==> src/rtl/sound_pkg.sv <==
// Shared types and constants for the sound scheduler: FSM states,
// note-code widths and the fixed sound-effect note table.
package sound_pkg;

    localparam int NOTE_W   = 8;
    localparam int INDEX_W  = 6;
    localparam int FX_COUNT = 4;
    localparam int FX_STEPS = 4;

    localparam logic [NOTE_W-1:0] SILENCE = '0;

    typedef enum logic [1:0] {
        IDLE = 2'd0,
        PLAY = 2'd1,
        GAP  = 2'd2
    } state_t;

    // fx_note[id][step]; a 0 entry ends the effect early.
    localparam logic [INDEX_W-1:0] FX_NOTE [0:FX_COUNT-1][0:FX_STEPS-1] = '{
        '{6'd24, 6'd28, 6'd31, 6'd36},   // score
        '{6'd31, 6'd31, 6'd0,  6'd0 },   // paddle hit
        '{6'd19, 6'd0,  6'd0,  6'd0 },   // wall bounce
        '{6'd12, 6'd10, 6'd8,  6'd0 }    // miss
    };

    // Full 8-bit note code for an effect step; out-of-table lookups are silence.
    function automatic logic [NOTE_W-1:0] fx_code(input int unsigned id, input int unsigned step);
        logic [NOTE_W-1:0] code;
        code = SILENCE;
        if ((id < FX_COUNT) && (step < FX_STEPS)) begin
            code = {2'b00, FX_NOTE[id[1:0]][step[1:0]]};
        end
        return code;
    endfunction

endpackage

==> src/rtl/sound_scheduler_if.sv <==
// Bundle between game logic / music path (master) and the scheduler (slave).
// Handshake: req bits are one-cycle event pulses with no back-pressure; the
// scheduler always accepts them (they are latched as pending). grant is a
// one-cycle pulse when an effect starts or restarts. fsm_state exposes the
// scheduler state for observation.
interface sound_scheduler_if #(
    parameter int NUM_REQ = 4
);
    import sound_pkg::*;

    localparam int ID_W = (NUM_REQ > 1) ? $clog2(NUM_REQ) : 1;

    logic [NUM_REQ-1:0] req;
    logic               music_en;
    logic [NOTE_W-1:0]  music_note;
    logic [NOTE_W-1:0]  note_out;
    logic               busy;
    logic [ID_W-1:0]    active_id;
    logic [NUM_REQ-1:0] grant;
    state_t             fsm_state;

    modport master (
        output req, music_en, music_note,
        input  note_out, busy, active_id, grant, fsm_state
    );

    modport slave (
        input  req, music_en, music_note,
        output note_out, busy, active_id, grant, fsm_state
    );

endinterface

==> src/rtl/priority_pick.sv <==
// Lowest-index-set encoder over the pending vector (index 0 = highest priority).
module priority_pick #(
    parameter int N  = 4,
    parameter int IW = (N > 1) ? $clog2(N) : 1
) (
    input  logic [N-1:0]  pending,
    output logic          valid,
    output logic [IW-1:0] idx
);

    // Scan from the top down so the lowest set index is the last one written.
    always_comb begin
        valid = 1'b0;
        idx   = '0;
        for (int i = N - 1; i >= 0; i--) begin
            if (pending[i]) begin
                valid = 1'b1;
                idx   = IW'(i);
            end
        end
    end

endmodule

==> src/rtl/sound_scheduler.sv <==
// Arbitrates the shared tone generator between background music and
// one-shot sound effects. Effects are latched, prioritized, played as short
// note sequences, followed by a silent gap.
module sound_scheduler
    import sound_pkg::*;
#(
    parameter int NUM_REQ     = 4,
    parameter int STEP_CYCLES = 4194304,
    parameter int GAP_CYCLES  = 262144
) (
    input  logic             clk,
    input  logic             rst_n,
    sound_scheduler_if.slave bus
);

    localparam int ID_W    = (NUM_REQ > 1) ? $clog2(NUM_REQ) : 1;
    localparam int MAX_CYC = (STEP_CYCLES > GAP_CYCLES) ? STEP_CYCLES : GAP_CYCLES;
    localparam int CNT_W   = ($clog2(MAX_CYC) > 0) ? $clog2(MAX_CYC) : 1;

    localparam logic [CNT_W-1:0] STEP_LOAD = CNT_W'(STEP_CYCLES - 1);
    localparam logic [CNT_W-1:0] GAP_LOAD  = CNT_W'(GAP_CYCLES - 1);

    state_t             state_q, state_d;
    logic [NUM_REQ-1:0] pending_q;
    logic [NUM_REQ-1:0] clear;
    logic               pick_valid;
    logic [ID_W-1:0]    pick_idx;

    logic [NOTE_W-1:0]  note_q, note_d;
    logic [CNT_W-1:0]   cnt_q, cnt_d;
    logic [1:0]         step_q, step_d;
    logic [ID_W-1:0]    id_q, id_d;
    logic [NUM_REQ-1:0] grant_q, grant_d;

    logic preempt;
    logic start;
    logic cnt_zero;
    logic last_note;

    priority_pick #(
        .N  (NUM_REQ),
        .IW (ID_W)
    ) u_pick (
        .pending (pending_q),
        .valid   (pick_valid),
        .idx     (pick_idx)
    );

    // A higher-priority pending effect restarts the generator during PLAY only.
    assign preempt   = (state_q == PLAY) && pick_valid && (pick_idx < id_q);
    assign start     = ((state_q == IDLE) && pick_valid) || preempt;
    assign cnt_zero  = (cnt_q == '0);
    // The effect ends after step 3 or when the next table entry is silence.
    assign last_note = (step_q == 2'd3) ||
                       (fx_code(32'(id_q), 32'(step_q) + 32'd1) == SILENCE);

    // Pending latch: a new request wins over a clear in the same cycle.
    always_ff @(posedge clk or negedge rst_n) begin
        if (!rst_n) begin
            pending_q <= '0;
        end else begin
            pending_q <= (pending_q & ~clear) | bus.req;
        end
    end

    // State register.
    always_ff @(posedge clk or negedge rst_n) begin
        if (!rst_n) begin
            state_q <= IDLE;
        end else begin
            state_q <= state_d;
        end
    end

    // Next-state logic.
    always_comb begin
        state_d = state_q;
        case (state_q)
            IDLE: if (pick_valid) state_d = PLAY;
            PLAY: begin
                if (preempt) begin
                    state_d = PLAY;
                end else if (cnt_zero && last_note) begin
                    state_d = GAP;
                end
            end
            GAP:  if (cnt_zero) state_d = IDLE;
            default: state_d = IDLE;
        endcase
    end

    // Output/datapath next values: grants, note selection, step and counter.
    always_comb begin
        note_d  = note_q;
        cnt_d   = cnt_q;
        step_d  = step_q;
        id_d    = id_q;
        grant_d = '0;
        clear   = '0;
        if (start) begin
            clear[pick_idx]   = 1'b1;
            grant_d[pick_idx] = 1'b1;
            id_d              = pick_idx;
            step_d            = 2'd0;
            cnt_d             = STEP_LOAD;
            note_d            = fx_code(32'(pick_idx), 32'd0);
        end else begin
            case (state_q)
                IDLE: note_d = bus.music_en ? bus.music_note : SILENCE;
                PLAY: begin
                    if (cnt_zero) begin
                        if (last_note) begin
                            note_d = SILENCE;
                            cnt_d  = GAP_LOAD;
                        end else begin
                            step_d = step_q + 2'd1;
                            cnt_d  = STEP_LOAD;
                            note_d = fx_code(32'(id_q), 32'(step_q) + 32'd1);
                        end
                    end else begin
                        cnt_d = cnt_q - 1'b1;
                    end
                end
                GAP: begin
                    note_d = SILENCE;
                    if (!cnt_zero) cnt_d = cnt_q - 1'b1;
                end
                default: note_d = SILENCE;
            endcase
        end
    end

    // Datapath registers.
    always_ff @(posedge clk or negedge rst_n) begin
        if (!rst_n) begin
            note_q  <= SILENCE;
            cnt_q   <= '0;
            step_q  <= 2'd0;
            id_q    <= '0;
            grant_q <= '0;
        end else begin
            note_q  <= note_d;
            cnt_q   <= cnt_d;
            step_q  <= step_d;
            id_q    <= id_d;
            grant_q <= grant_d;
        end
    end

    assign bus.note_out  = note_q;
    assign bus.busy      = (state_q != IDLE);
    assign bus.active_id = id_q;
    assign bus.grant     = grant_q;
    assign bus.fsm_state = state_q;

endmodule

==> src/flat_wrapper.sv <==
// flat-port wrapper written by rule: the top's interface ports become plain ports
module sound_scheduler_flat import sound_pkg::*;
#(
    parameter int NUM_REQ     = 4,
    parameter int STEP_CYCLES = 4194304,
    parameter int GAP_CYCLES  = 262144
)
  (clk, rst_n, bus_req, bus_music_en, bus_music_note, bus_note_out, bus_busy, bus_active_id, bus_grant, bus_fsm_state);
  sound_scheduler_if #(.NUM_REQ(NUM_REQ)) bus_i ();
  input  logic clk;
  input  logic rst_n;
  input wire logic [$bits(bus_i.req)-1:0] bus_req;
  input wire logic [$bits(bus_i.music_en)-1:0] bus_music_en;
  input wire logic [$bits(bus_i.music_note)-1:0] bus_music_note;
  output wire logic [$bits(bus_i.note_out)-1:0] bus_note_out;
  output wire logic [$bits(bus_i.busy)-1:0] bus_busy;
  output wire logic [$bits(bus_i.active_id)-1:0] bus_active_id;
  output wire logic [$bits(bus_i.grant)-1:0] bus_grant;
  output wire logic [$bits(bus_i.fsm_state)-1:0] bus_fsm_state;
  assign bus_i.req = bus_req;
  assign bus_i.music_en = bus_music_en;
  assign bus_i.music_note = bus_music_note;
  assign bus_note_out = bus_i.note_out;
  assign bus_busy = bus_i.busy;
  assign bus_active_id = bus_i.active_id;
  assign bus_grant = bus_i.grant;
  assign bus_fsm_state = bus_i.fsm_state;
  sound_scheduler #(.NUM_REQ(NUM_REQ), .STEP_CYCLES(STEP_CYCLES), .GAP_CYCLES(GAP_CYCLES)) u_core (.clk(clk), .rst_n(rst_n), .bus(bus_i));
endmodule
==> config.mk <==
export PLATFORM = sky130hd
export DESIGN_NAME = sound_scheduler_flat
export DESIGN_NICKNAME = d
export VERILOG_FILES = /design/src/rtl/sound_pkg.sv /design/src/rtl/sound_scheduler_if.sv /design/src/rtl/priority_pick.sv /design/src/rtl/sound_scheduler.sv /design/src/flat_wrapper.sv
export SDC_FILE = /design/constraint.sdc
export NUM_CORES = 1
export LEC_CHECK = 0
export CORE_MARGIN = 8
export CORE_UTILIZATION = 41
export DETAILED_ROUTE_END_ITERATION = 8
export GPL_TIMING_DRIVEN = 1
export PLACE_DENSITY = 0.59
export SLEW_MARGIN = 20
export SYNTH_ARGS = -nofsm -noshare
export SYNTH_HDL_FRONTEND = slang
export SYNTH_SLANG_ARGS = --single-unit
==> constraint.sdc <==
create_clock -name clk -period 7.3 [get_ports clk]
set_input_delay 0.73 -clock clk [delete_from_list [all_inputs] [get_ports clk]]
set_output_delay 0.73 -clock clk [all_outputs]
set_load 0.005 [all_outputs]
==> metrics.md, run 1 <==
| Metric | Value |
|---|---|
| Row Count | `30` |
| Die H | `99.3 um` |
| Peak supply drop | `0.000137 V` |
| Syn_area_per_cell | `8.87 um2` |
| CP Cell Sequence | `o21ai_0 > inv_1 > ha_1 > nor3b_1 > a21o_1 > or2_0 > nor2_1 > a221oi_1` |
| Cell Pwr Density | `327 nW/um2` |
| Yosys top cell area share | `38.7%` |
| Skew final | `0.00929 ns` |
| Switching pwr | `469 uW` |
| Outcome | `finished clean` |
| Post-CTS Setup Inserts | `0` |
| Worst Tran Pin Value | `0.818 ns` |
| Global-route usage over all layers | `14.5%` |
| Via Count | `2447` |
| Antenna violations before repair | `0` |
| Max transition margin | `45.5%` |
| Core area | `6760 um2` |
| Clock Tree Buf Depth | `2` |
| Num CTS Buffers | `5` |
| Die footprint | `9860 um2` |
| 1st-pass router iterations | `4` |
| # Max-Cap Violations | `0` |
| CTS Root Cell | `clkbuf_8` |
| CTS tree | `built` |
| CTS clk-pin slew, worst paths | `0.10 ns` |
| First-pass GRT wire length | `11.8 mm` |
| Final GP Congestion | `0.827` |
| F_max | `0.321 GHz` |
| Post-synthesis cell type count | `59` |
| Combinational fraction of design power | `50.4%` |
| Ranking of synthesized cells by area | `dfrtp_1 39%, ha_1 7.0%, nor2_1 5.5%` |
| Worst skew pair latency | `0.30 ns` |
| Synthesis-stage register bit count | `44` |
| Die X | `99.3 um` |
| Vias/cell | `5.74` |
| Max-slew violation count | `0` |
| Post-Syn Nets | `352` |
| WP data required | `7.50 ns` |
| IO Port Bufs | `31` |
| Cts repair resizes | `0` |
| Critical path class | `register to register` |
| Yosys warnings | `0` |
| Leak Pwr | `0.00133 uW` |
| Layout area overhead | `15.7%` |
| Slowest-stage cell, CP | `a21o_1` |
| First DRT Iteration DRCs | `116` |
| Hold Crit Class | `primary input to async pin` |
| Sequential power share | `31.2%` |
| Endpoint class of the critical path | `register` |
| Register area share after synthesis | `38.7%` |
| Hold Fails Final Rpt | `0` |
| Area after DPL | `3180 um2` |
| Crit share post-route | `42.7%` |
| Diodes inserted | `0` |
| Switching portion of total power | `43.6%` |
| Clock power share | `18.4%` |
| Post-route DRC violation count | `0` |
| Ys flop type | `dfrtp_1` |
| Setup_tns | `0 ns` |
| Worst-path maximum fanout | `19` |
| H-tree levels | `2` |
| Cells after Synth | `321` |
| Tmin final | `3.11 ns` |
| I/O pin cnt | `32` |
| Hold buffer count at cts | `0` |
| Post-synth EDFFs | `0` |
| Fin util | `48.7%` |
| Initial Util | `42.1%` |
| Routed wire per std cell | `16.3 um` |
| Vias in the first global route | `2441` |
| Startpoint class of the critical path | `register` |
| Mapped Area | `2850 um2` |
| Final WL | `6.95 mm` |
| Post-synth ARST share | `100%` |
| Crit path DAT | `3.31 ns` |
| Global route overflow | `0` |
| Largest net degree at the start of global routing | `45` |
| TritonCTS sink count | `44` |
| Slowest stage delay, CP | `0.60 ns` |
| Cell taking the most area after synthesis | `dfrtp_1` |
| Final count of negative-setup-slack endpoints | `0` |
| Dpl hpwl | `4.95 mm` |
| DRT antenna net count | `0` |
| Share of cells above drive strength 1 | `7.51%` |
| Internal power | `606 uW` |
| RSZ-0062 raised after global routing | `no` |
| Finished Cell Area | `3290 um2` |
| Fin nets | `376` |
[state kept, by name (all words and copies together), names as in the netlist]
signal / cells
u_core.pending_q: 4
u_core.step_q: 2
u_core.bus.note_out: 8
u_core.cnt_q: 22
u_core.bus.fsm_state: 2
u_core.bus.active_id: 2
u_core.bus.grant: 4
[power groups by stage]
stage                     Clock, uW  Sequential [uW]  Combinational [uW]
final                           198              335                 542
after global routing            214              342                 609
after floorplan                   0              333                 382
after CTS                       206              335                 547
after global placement            0              339                 536
after detailed placement          0              340                 546
[worst paths after layout]
check,startpoint,endpoint,slack [ns],cells after the start
worst max-delay path,u_core.pending_q[2]$_DFF_PN0_,u_core.cnt_q[11]$_DFFE_PN0P_,4.19,8
worst min-delay path,rst_n,u_core.bus.note_out[6]$_DFFE_PN0P_,0.42,1
worst max register to register,u_core.pending_q[2]$_DFF_PN0_,u_core.cnt_q[11]$_DFFE_PN0P_,4.19,8
worst min register to register,u_core.bus.note_out[4]$_DFFE_PN0P_,u_core.bus.note_out[4]$_DFFE_PN0P_,0.48,1
max in group asynchronous,rst_n,u_core.cnt_q[11]$_DFFE_PN0P_,6.49,1
min in group clk,u_core.bus.note_out[4]$_DFFE_PN0P_,u_core.bus.note_out[4]$_DFFE_PN0P_,0.48,1
[metrics by stage]
stage | worst slack (ns) | instances | hold WS, ns | total power [uW]
floorplan | 4.83 | 321 | 0.434 | 715
global placement | 4.35 | 418 | 0.462 | 875
detailed placement | 4.20 | 418 | 0.466 | 886
CTS | 4.18 | 426 | 0.489 | 1090
global route | 3.88 | 426 | 0.459 | 1170
finish | 4.19 | 426 | 0.415 | 1080
[cells in the mapped netlist, drive strengths merged (3+ instances only)]
library cell  count
buf               5
o31ai            11
nor2             42
ha               16
a31oi             6
clkbuf            9
and3              7
and2              6
a311oi            4
nand2            23
a211oi            4
dfrtp            44
nor3             14
a21o              6
o22ai             4
nand3            11
o21ai            23
a21oi            11
or2               4
nor4              8
inv              20
or3               4
a221oi            5
a21boi            5
nand2b            3
[cell type report]
cell class	count	area [um2]
clock buffers	5	68.8
fillers	671	3460
inverters	20	75.1
well taps	80	100
flip-flops and latches	44	1100
clock inverters	3	46.3
repair buffers	31	308
multi-input cells	243	1590
[routing by layer]
layer | up-vias | routed length (um) | GRT usage (%) | part of all wire, %
li1 | 1215 | - | - | -
met1 | 1172 | 3350 | 18.5 | 48
met2 | 56 | 3220 | 24.1 | 46
met3 | 4 | 323 | 3.28 | 4.6
met4 | 0 | 51 | 3.84 | 0.73
met5 | - | 0 | 0 | 0
[critical path: cells and delay by family (launching register included)]
| family | cells | cell delay, ns |
|---|---|---|
| fa+ha+maj | 1 | 0.27 |
| simple gates | 3 | 0.95 |
| flops | 1 | 0.43 |
| buf+inv | 1 | 0.19 |
| compound gates | 3 | 1.15 |
[logic make-up (layout without fill, tap and decap cells)]
family | after synthesis | count (layout) | share of synthesized area, %
AO/OA/AOI/OAI | 92 | 92 | 22.6
buffers and inverters | 34 | 59 | 5.32
AND/OR/NAND/NOR | 132 | 132 | 25.3
XOR/XNOR | 1 | 1 | 0.308
multiplexers | 2 | 2 | 0.747
flip-flops | 44 | 44 | 38.7
adder cells (fa/ha/maj) | 16 | 16 | 7.03
[layout by cell type, fill, tap and decap left out, types with 2 or more instances in the layout]
cell / instances
a211oi_1: 3
a21boi_0: 5
a21o_1: 6
a21oi_1: 10
a221oi_1: 5
a311oi_1: 4
a31oi_1: 6
a32oi_1: 2
and2_1: 6
and3_1: 6
clkbuf_8: 5
clkdlybuf4s50_1: 30
dfrtp_1: 44
ha_1: 16
inv_1: 20
nand2_1: 23
nand2b_1: 3
nand3_1: 11
nor2_1: 42
nor3_1: 14
nor4_1: 4
nor4_4: 3
o21ai_0: 20
o21ai_1: 3
o22ai_1: 4
o31ai_1: 11
or2_2: 3
or3_1: 4
Power figures use the tool's default switching activity.
==> run 2, diff against run 1 <==
==> constraint.sdc (replaced) <==
create_clock -name clk -period 3.2 [get_ports clk]
set_input_delay 0.32 -clock clk [delete_from_list [all_inputs] [get_ports clk]]
set_output_delay 0.32 -clock clk [all_outputs]
set_load 0.005 [all_outputs]
==> metrics.md, run 2 (synthesis gave the netlist of run 1 again) <==
| Metric | Value |
|---|---|
| Diodes inserted | `0` |
| Initial Util | `42.1%` |
| Register area | `1100 um2` |
| Area after DPL | `3210 um2` |
| CTS Root Cell | `clkbuf_8` |
| Fin nets | `381` |
| Core area | `6760 um2` |
| Post-route DRC violation count | `0` |
| Post-Layout Cell Count | `431` |
| First-pass GRT wire length | `12.2 mm` |
| DRT antenna net count | `0` |
| F_max | `0.366 GHz` |
| Cell Pwr Density | `753 nW/um2` |
| Most frequent cells in the layout | `44 x dfrtp_1, 42 x nor2_1, 30 x clkdlybuf4s50_1` |
| First DRT Iteration DRCs | `133` |
| Crit share post-route | `85.4%` |
| Flop-to-flop setup slack | `0.47 ns` |
| Outcome | `finished clean` |
| Reg2reg path depth | `8` |
| Die footprint | `9860 um2` |
| Max-slew violation count | `0` |
| I/O pin cnt | `32` |
| Die X | `99.3 um` |
| Post-CTS Setup Inserts | `0` |
| Critical path class | `register to register` |
| Placed Cells | `423` |
| Reg2reg end | `u_core.bus.fsm_state[1]$_DFFE_PN0P_` |
| Worst Tran Pin Value | `0.663 ns` |
| H-tree levels | `2` |
| Antenna violations before repair | `0` |
| RSZ-0062 raised after global routing | `no` |
| Final worst slack | `0.467 ns` |
| CTS tree | `built` |
| # Max-Cap Violations | `0` |
| Multi-input gate area | `1590 um2` |
| Global route overflow | `0` |
| Finished Cell Area | `3320 um2` |
| Tmin final | `2.73 ns` |
| Final WL | `7.14 mm` |
| Vias in the first global route | `2447` |
| IO Port Bufs | `31` |
| TritonCTS sink count | `44` |
| Leak Pwr | `0.00136 uW` |
| Dpl hpwl | `5.22 mm` |
| Num CTS Buffers | `5` |
| Global-route usage over all layers | `14.9%` |
| Max transition margin | `55.4%` |
| Crit path DAT | `2.92 ns` |
| Max reg flops | `22` |
| Top reg by flops | `u_core.cnt_q` |
| Layout fillers | `676` |
| Most common cell after layout, fill and taps aside | `dfrtp_1` |
| R2R Path Start | `u_core.pending_q[2]$_DFF_PN0_` |
| Row Count | `30` |
| Setup_tns | `0 ns` |
| Skew final | `0.0104 ns` |
| Clock Tree Buf Depth | `2` |
| Peak supply drop | `0.000338 V` |
| Endpoint class of the critical path | `register` |
| Dpl ws | `0.468 ns` |
| Hold Crit Class | `primary input to async pin` |
| CTS clk-pin slew, worst paths | `0.09 ns` |
| Layout area overhead | `16.7%` |
| Share of cells above drive strength 1 | `8.55%` |
| Hold Fails Final Rpt | `0` |
| Hold buffer count at cts | `0` |
| Final GP Congestion | `0.886` |
| Cts repair resizes | `0` |
| 1st-pass router iterations | `4` |
| Worst-path maximum fanout | `5` |
| Die H | `99.3 um` |
| Final count of negative-setup-slack endpoints | `0` |
| Worst skew pair latency | `0.30 ns` |
| Via Count | `2491` |
| Largest net degree at the start of global routing | `45` |
| Tot Pwr | `2500 uW` |
| Vias/cell | `5.78` |
| Routed wire per std cell | `16.6 um` |
| WP data required | `3.39 ns` |
| Startpoint class of the critical path | `register` |
-- run 2: cell types whose count changed in the layout (fill, tap and decap cells not counted) --
cell / change
clkinv_2: +1
clkinvlp_4: -1
inv_6: -1
clkbuf_1: +1
buf_4: +5
-- run 2: worst max-delay path, stage by stage, from the launching register on --
cell      delay, ns
dfrtp_1        0.42
o21ai_0        0.31
inv_1          0.18
ha_1           0.33
o311ai_2       0.14
a21boi_0       0.23
or2_2          0.35
a221oi_1       0.30
mux2_2         0.37
-- run 2: through the flow --
step	hold WS [ns]	utilization [%]
3_5_place_dp	0.470	47.6
4_1_cts	0.220	49.1
3_3_place_gp	0.459	47.6
6_report	0.00256	49.2
2_1_floorplan	0.0244	-
5_1_grt	0.0568	49.2
-- run 2: power breakdown --
group	leakage [uW]	internal [uW]	switching (uW)
Clock	0.0000552	232	201
Sequential	0.000467	662	102
Combinational	0.000835	534	773
Total	0.00136	1430	1080
-- run 2: metal layers --
layer / vias up / GRT usage [%] / part of all wire [%]
met5: - / 0 / 0
met4: 0 / 5.12 / 1.9
met3: 15 / 3.49 / 4.1
met2: 58 / 24.4 / 46
met1: 1183 / 18.8 / 48
li1: 1235 / - / -
-- run 2: worst max path at each step --
stage	startpoint	endpoint	slack, ns	cells after the start
floorplan	u_core.pending_q[2]$_DFF_PN0_	u_core.bus.fsm_state[1]$_DFFE_PN0P_	0.73	8
global placement	u_core.step_q[0]$_DFFE_PN0P_	u_core.bus.fsm_state[1]$_DFFE_PN0P_	0.61	7
detailed placement	u_core.pending_q[2]$_DFF_PN0_	u_core.bus.fsm_state[1]$_DFFE_PN0P_	0.47	8
CTS	u_core.pending_q[2]$_DFF_PN0_	u_core.bus.fsm_state[1]$_DFFE_PN0P_	0.46	8
global route	u_core.pending_q[2]$_DFF_PN0_	u_core.bus.fsm_state[1]$_DFFE_PN0P_	0.24	8
finish	u_core.pending_q[2]$_DFF_PN0_	u_core.bus.fsm_state[1]$_DFFE_PN0P_	0.47	8
-- run 2: cell type report --
type	count	area share, %
tap	80	3.01
clock buffer	6	2.18
clock inverter	2	1.05
inverter	20	2.26
sequential	44	33.1
multi-input combinational	243	48.0
timing repair buffer	36	10.4
==> run 3, diff against run 2 <==
--- a/config.mk
+++ b/config.mk
@@ -5,6 +5,9 @@
 export SDC_FILE = /design/constraint.sdc
 export NUM_CORES = 1
 export LEC_CHECK = 0
+export ABC_AREA = 1
+export ABC_CLOCK_PERIOD_IN_PS = 3200
+export CORE_ASPECT_RATIO = 0.6
 export CORE_MARGIN = 8
 export CORE_UTILIZATION = 41
 export DETAILED_ROUTE_END_ITERATION = 8
==> metrics.md, run 3 <==
| Metric | Value |
|---|---|
| Switching pwr | `218 uW` |
| Hold Crit Class | `primary input to async pin` |
| Post-synthesis cell type count | `32` |
| CP Cell Sequence | `inv_1 > ha_1 > nand2_2 > nor2_4 > nand4_4 > o21ai_4 > nand2_4 > o21ai_1 > nand2_1` |
| Dpl ws | `0.783 ns` |
| Global-route usage over all layers | `15.7%` |
| Global route overflow | `0` |
| First DRT Iteration DRCs | `233` |
| Cells after Synth | `423` |
| Worst skew pair latency | `0.29 ns` |
| Ranking of synthesized cells by area | `dfrtp_1 37%, nand2_1 19%, ha_1 6.7%` |
| Num CTS Buffers | `5` |
| Post-route DRC violation count | `0` |
| Clock Tree Buf Depth | `2` |
| Hold buffer count at cts | `0` |
| Syn_area_per_cell | `7.03 um2` |
| Die H | `82.0 um` |
| Max reg flops | `22` |
| TritonCTS sink count | `44` |
| Worst Tran Pin Value | `0.585 ns` |
| Largest net degree at the start of global routing | `45` |
| WP data required | `3.37 ns` |
| Crit path DAT | `2.63 ns` |
| Commonest cells post-synth | `147 x nand2_1, 45 x inv_1, 44 x dfrtp_1` |
| CTS clk-pin slew, worst paths | `0.06 ns` |
| Post-CTS Setup Inserts | `0` |
| Synthesis-stage register bit count | `44` |
| Most frequent cells in the layout | `147 x nand2_1, 45 x inv_1, 44 x dfrtp_1` |
| Internal power | `899 uW` |
| Post-synth ARST share | `100%` |
| Core area | `7150 um2` |
| Outcome | `finished clean` |
| Cell taking the most area after synthesis | `dfrtp_1` |
| Reg2reg path depth | `9` |
| Routed wire per std cell | `13.9 um` |
| Delay-heaviest family, CP | `simple AND/OR/NAND/NOR gates` |
| Initial Util | `41.6%` |
| Setup_tns | `0 ns` |
| Cell Pwr Density | `317 nW/um2` |
| F_max | `0.406 GHz` |
| Max transition margin | `61.0%` |
| Layout area overhead | `18.4%` |
| Ys flop type | `dfrtp_1` |
| Post-synth EDFFs | `0` |
| Peak supply drop | `0.000151 V` |
| IO Port Bufs | `31` |
| RSZ-0062 raised after global routing | `no` |
| Post-Syn Nets | `454` |
| Switching portion of total power | `19.5%` |
| First-pass GRT wire length | `12.8 mm` |
| Skew final | `0.00646 ns` |
| Startpoint class of the critical path | `register` |
| Endpoint class of the critical path | `register` |
| Yosys warnings | `0` |
| Reg2reg end | `u_core.cnt_q[6]$_DFFE_PN0P_` |
| Most common cell after layout, fill and taps aside | `nand2_1` |
| Cts repair resizes | `0` |
| Slowest-stage cell, CP | `o21ai_4` |
| 1st-pass router iterations | `4` |
| Final worst slack | `0.736 ns` |
| Final WL | `7.61 mm` |
| Vias/cell | `4.91` |
| Sequential power share | `49.8%` |
| CTS Root Cell | `clkbuf_16` |
| Critical path class | `register to register` |
| Cell with the most instances after synthesis | `nand2_1` |
| Critical Path Stages | `9` |
| Antenna violations before repair | `0` |
| Hold Fails Final Rpt | `0` |
| Max-slew violation count | `0` |
| DRT antenna net count | `0` |
| Diodes inserted | `0` |
| Yosys top cell area share | `37.0%` |
| Vias in the first global route | `2473` |
| Share of cells above drive strength 1 | `7.66%` |
| Final GP Congestion | `0.848` |
| # Max-Cap Violations | `0` |
| Fin nets | `488` |
| Slowest stage delay, CP | `0.46 ns` |
| CP bufs+invs | `1` |
| Crit share post-route | `77.0%` |
| CTS tree | `built` |
| I/O pin cnt | `32` |
| Combinational fraction of design power | `2.6%` |
| H-tree levels | `2` |
| Top reg by flops | `u_core.cnt_q` |
| Die footprint | `10300 um2` |
| Mapped Area | `2980 um2` |
| Dpl hpwl | `5.81 mm` |
| Tmin final | `2.46 ns` |
| Flop-to-flop setup slack | `0.74 ns` |
| Worst-path maximum fanout | `25` |
| Row Count | `24` |
| R2R Path Start | `u_core.cnt_q[0]$_DFFE_PN0P_` |
| Clock power share | `47.6%` |
| Register area share after synthesis | `37.0%` |
| Die X | `126 um` |
| Via Count | `2693` |
| Final count of negative-setup-slack endpoints | `0` |
| Leak Pwr | `0.00181 uW` |
run 3: cell count changes in the layout (fill, tap and decap cells not counted), moves of 8 or more:
cell / previous run / this run
o21ai_0: 20 / 12
nand3_1: 11 / 39
inv_1: 20 / 45
inv_2: 0 / 8
o21ai_1: 3 / 11
o31ai_1: 11 / 0
nor3_1: 14 / 5
xor2_1: 0 / 9
nand2_1: 23 / 147
run 3: how the worst max path moves through the flow:
| stage | slack [ns] | endpoint | startpoint |
|---|---|---|---|
| 2_1_floorplan | 1.24 | u_core.bus.note_out[1]$_DFFE_PN0P_ | u_core.pending_q[0]$_DFF_PN0_ |
| 3_3_place_gp | 0.75 | u_core.cnt_q[0]$_DFFE_PN0P_ | u_core.cnt_q[0]$_DFFE_PN0P_ |
| 3_5_place_dp | 0.78 | u_core.cnt_q[6]$_DFFE_PN0P_ | u_core.cnt_q[0]$_DFFE_PN0P_ |
| 4_1_cts | 0.77 | u_core.cnt_q[6]$_DFFE_PN0P_ | u_core.cnt_q[0]$_DFFE_PN0P_ |
| 5_1_grt | 0.49 | u_core.cnt_q[12]$_DFFE_PN0P_ | u_core.cnt_q[0]$_DFFE_PN0P_ |
| 6_report | 0.74 | u_core.cnt_q[6]$_DFFE_PN0P_ | u_core.cnt_q[0]$_DFFE_PN0P_ |
run 3: per-layer routing:
layer	track usage (%)	vias up	wire, um
li1	-	1398	-
met1	24.3	1210	4390
met2	20.9	75	2730
met3	3.31	10	393
met4	4.29	0	89
met5	0	-	0
run 3: kinds of logic (layout without fill, tap and decap cells):
group | count (synthesis) | in the layout | synth area share [%]
AO/OA/AOI/OAI | 50 | 50 | 10.0
XOR/XNOR | 13 | 13 | 3.83
adder cells (fa/ha/maj) | 16 | 16 | 6.73
buffers and inverters | 61 | 95 | 8.45
flip-flops | 44 | 44 | 37.0
AND/OR/NAND/NOR | 239 | 239 | 34.0
run 3: power by group through the flow:
stage          combinational, uW  clock, uW  sequential [uW]
2_1_floorplan              0.821          0              567
3_3_place_gp                29.9          0              567
3_5_place_dp                29.3          0              567
4_1_cts                     29.5        543              556
5_1_grt                     31.8        567              556
6_report                    28.9        532              556
run 3: layout make-up:
type                            instances  area, um2
Multi-Input combinational cell        318       1620
Inverter                               54        203
Sequential cell                        44       1100
Tap cell                               91        114
Clock buffer                            7        153
Fill cell                             716       3620
Timing Repair Buffer                   34        330
run 3: per-stage QoR:
step	hold slack, ns	area, um2	total power, uW	util (%)	std cells
after CTS	0.241	3520	1130	49.3	548
after global routing	0.0783	3520	1150	49.3	548
after detailed placement	0.462	3370	596	47.1	541
final	0.0325	3520	1120	49.3	548
after global placement	0.457	3370	596	47.1	541
after floorplan	0.0244	2980	568	-	423
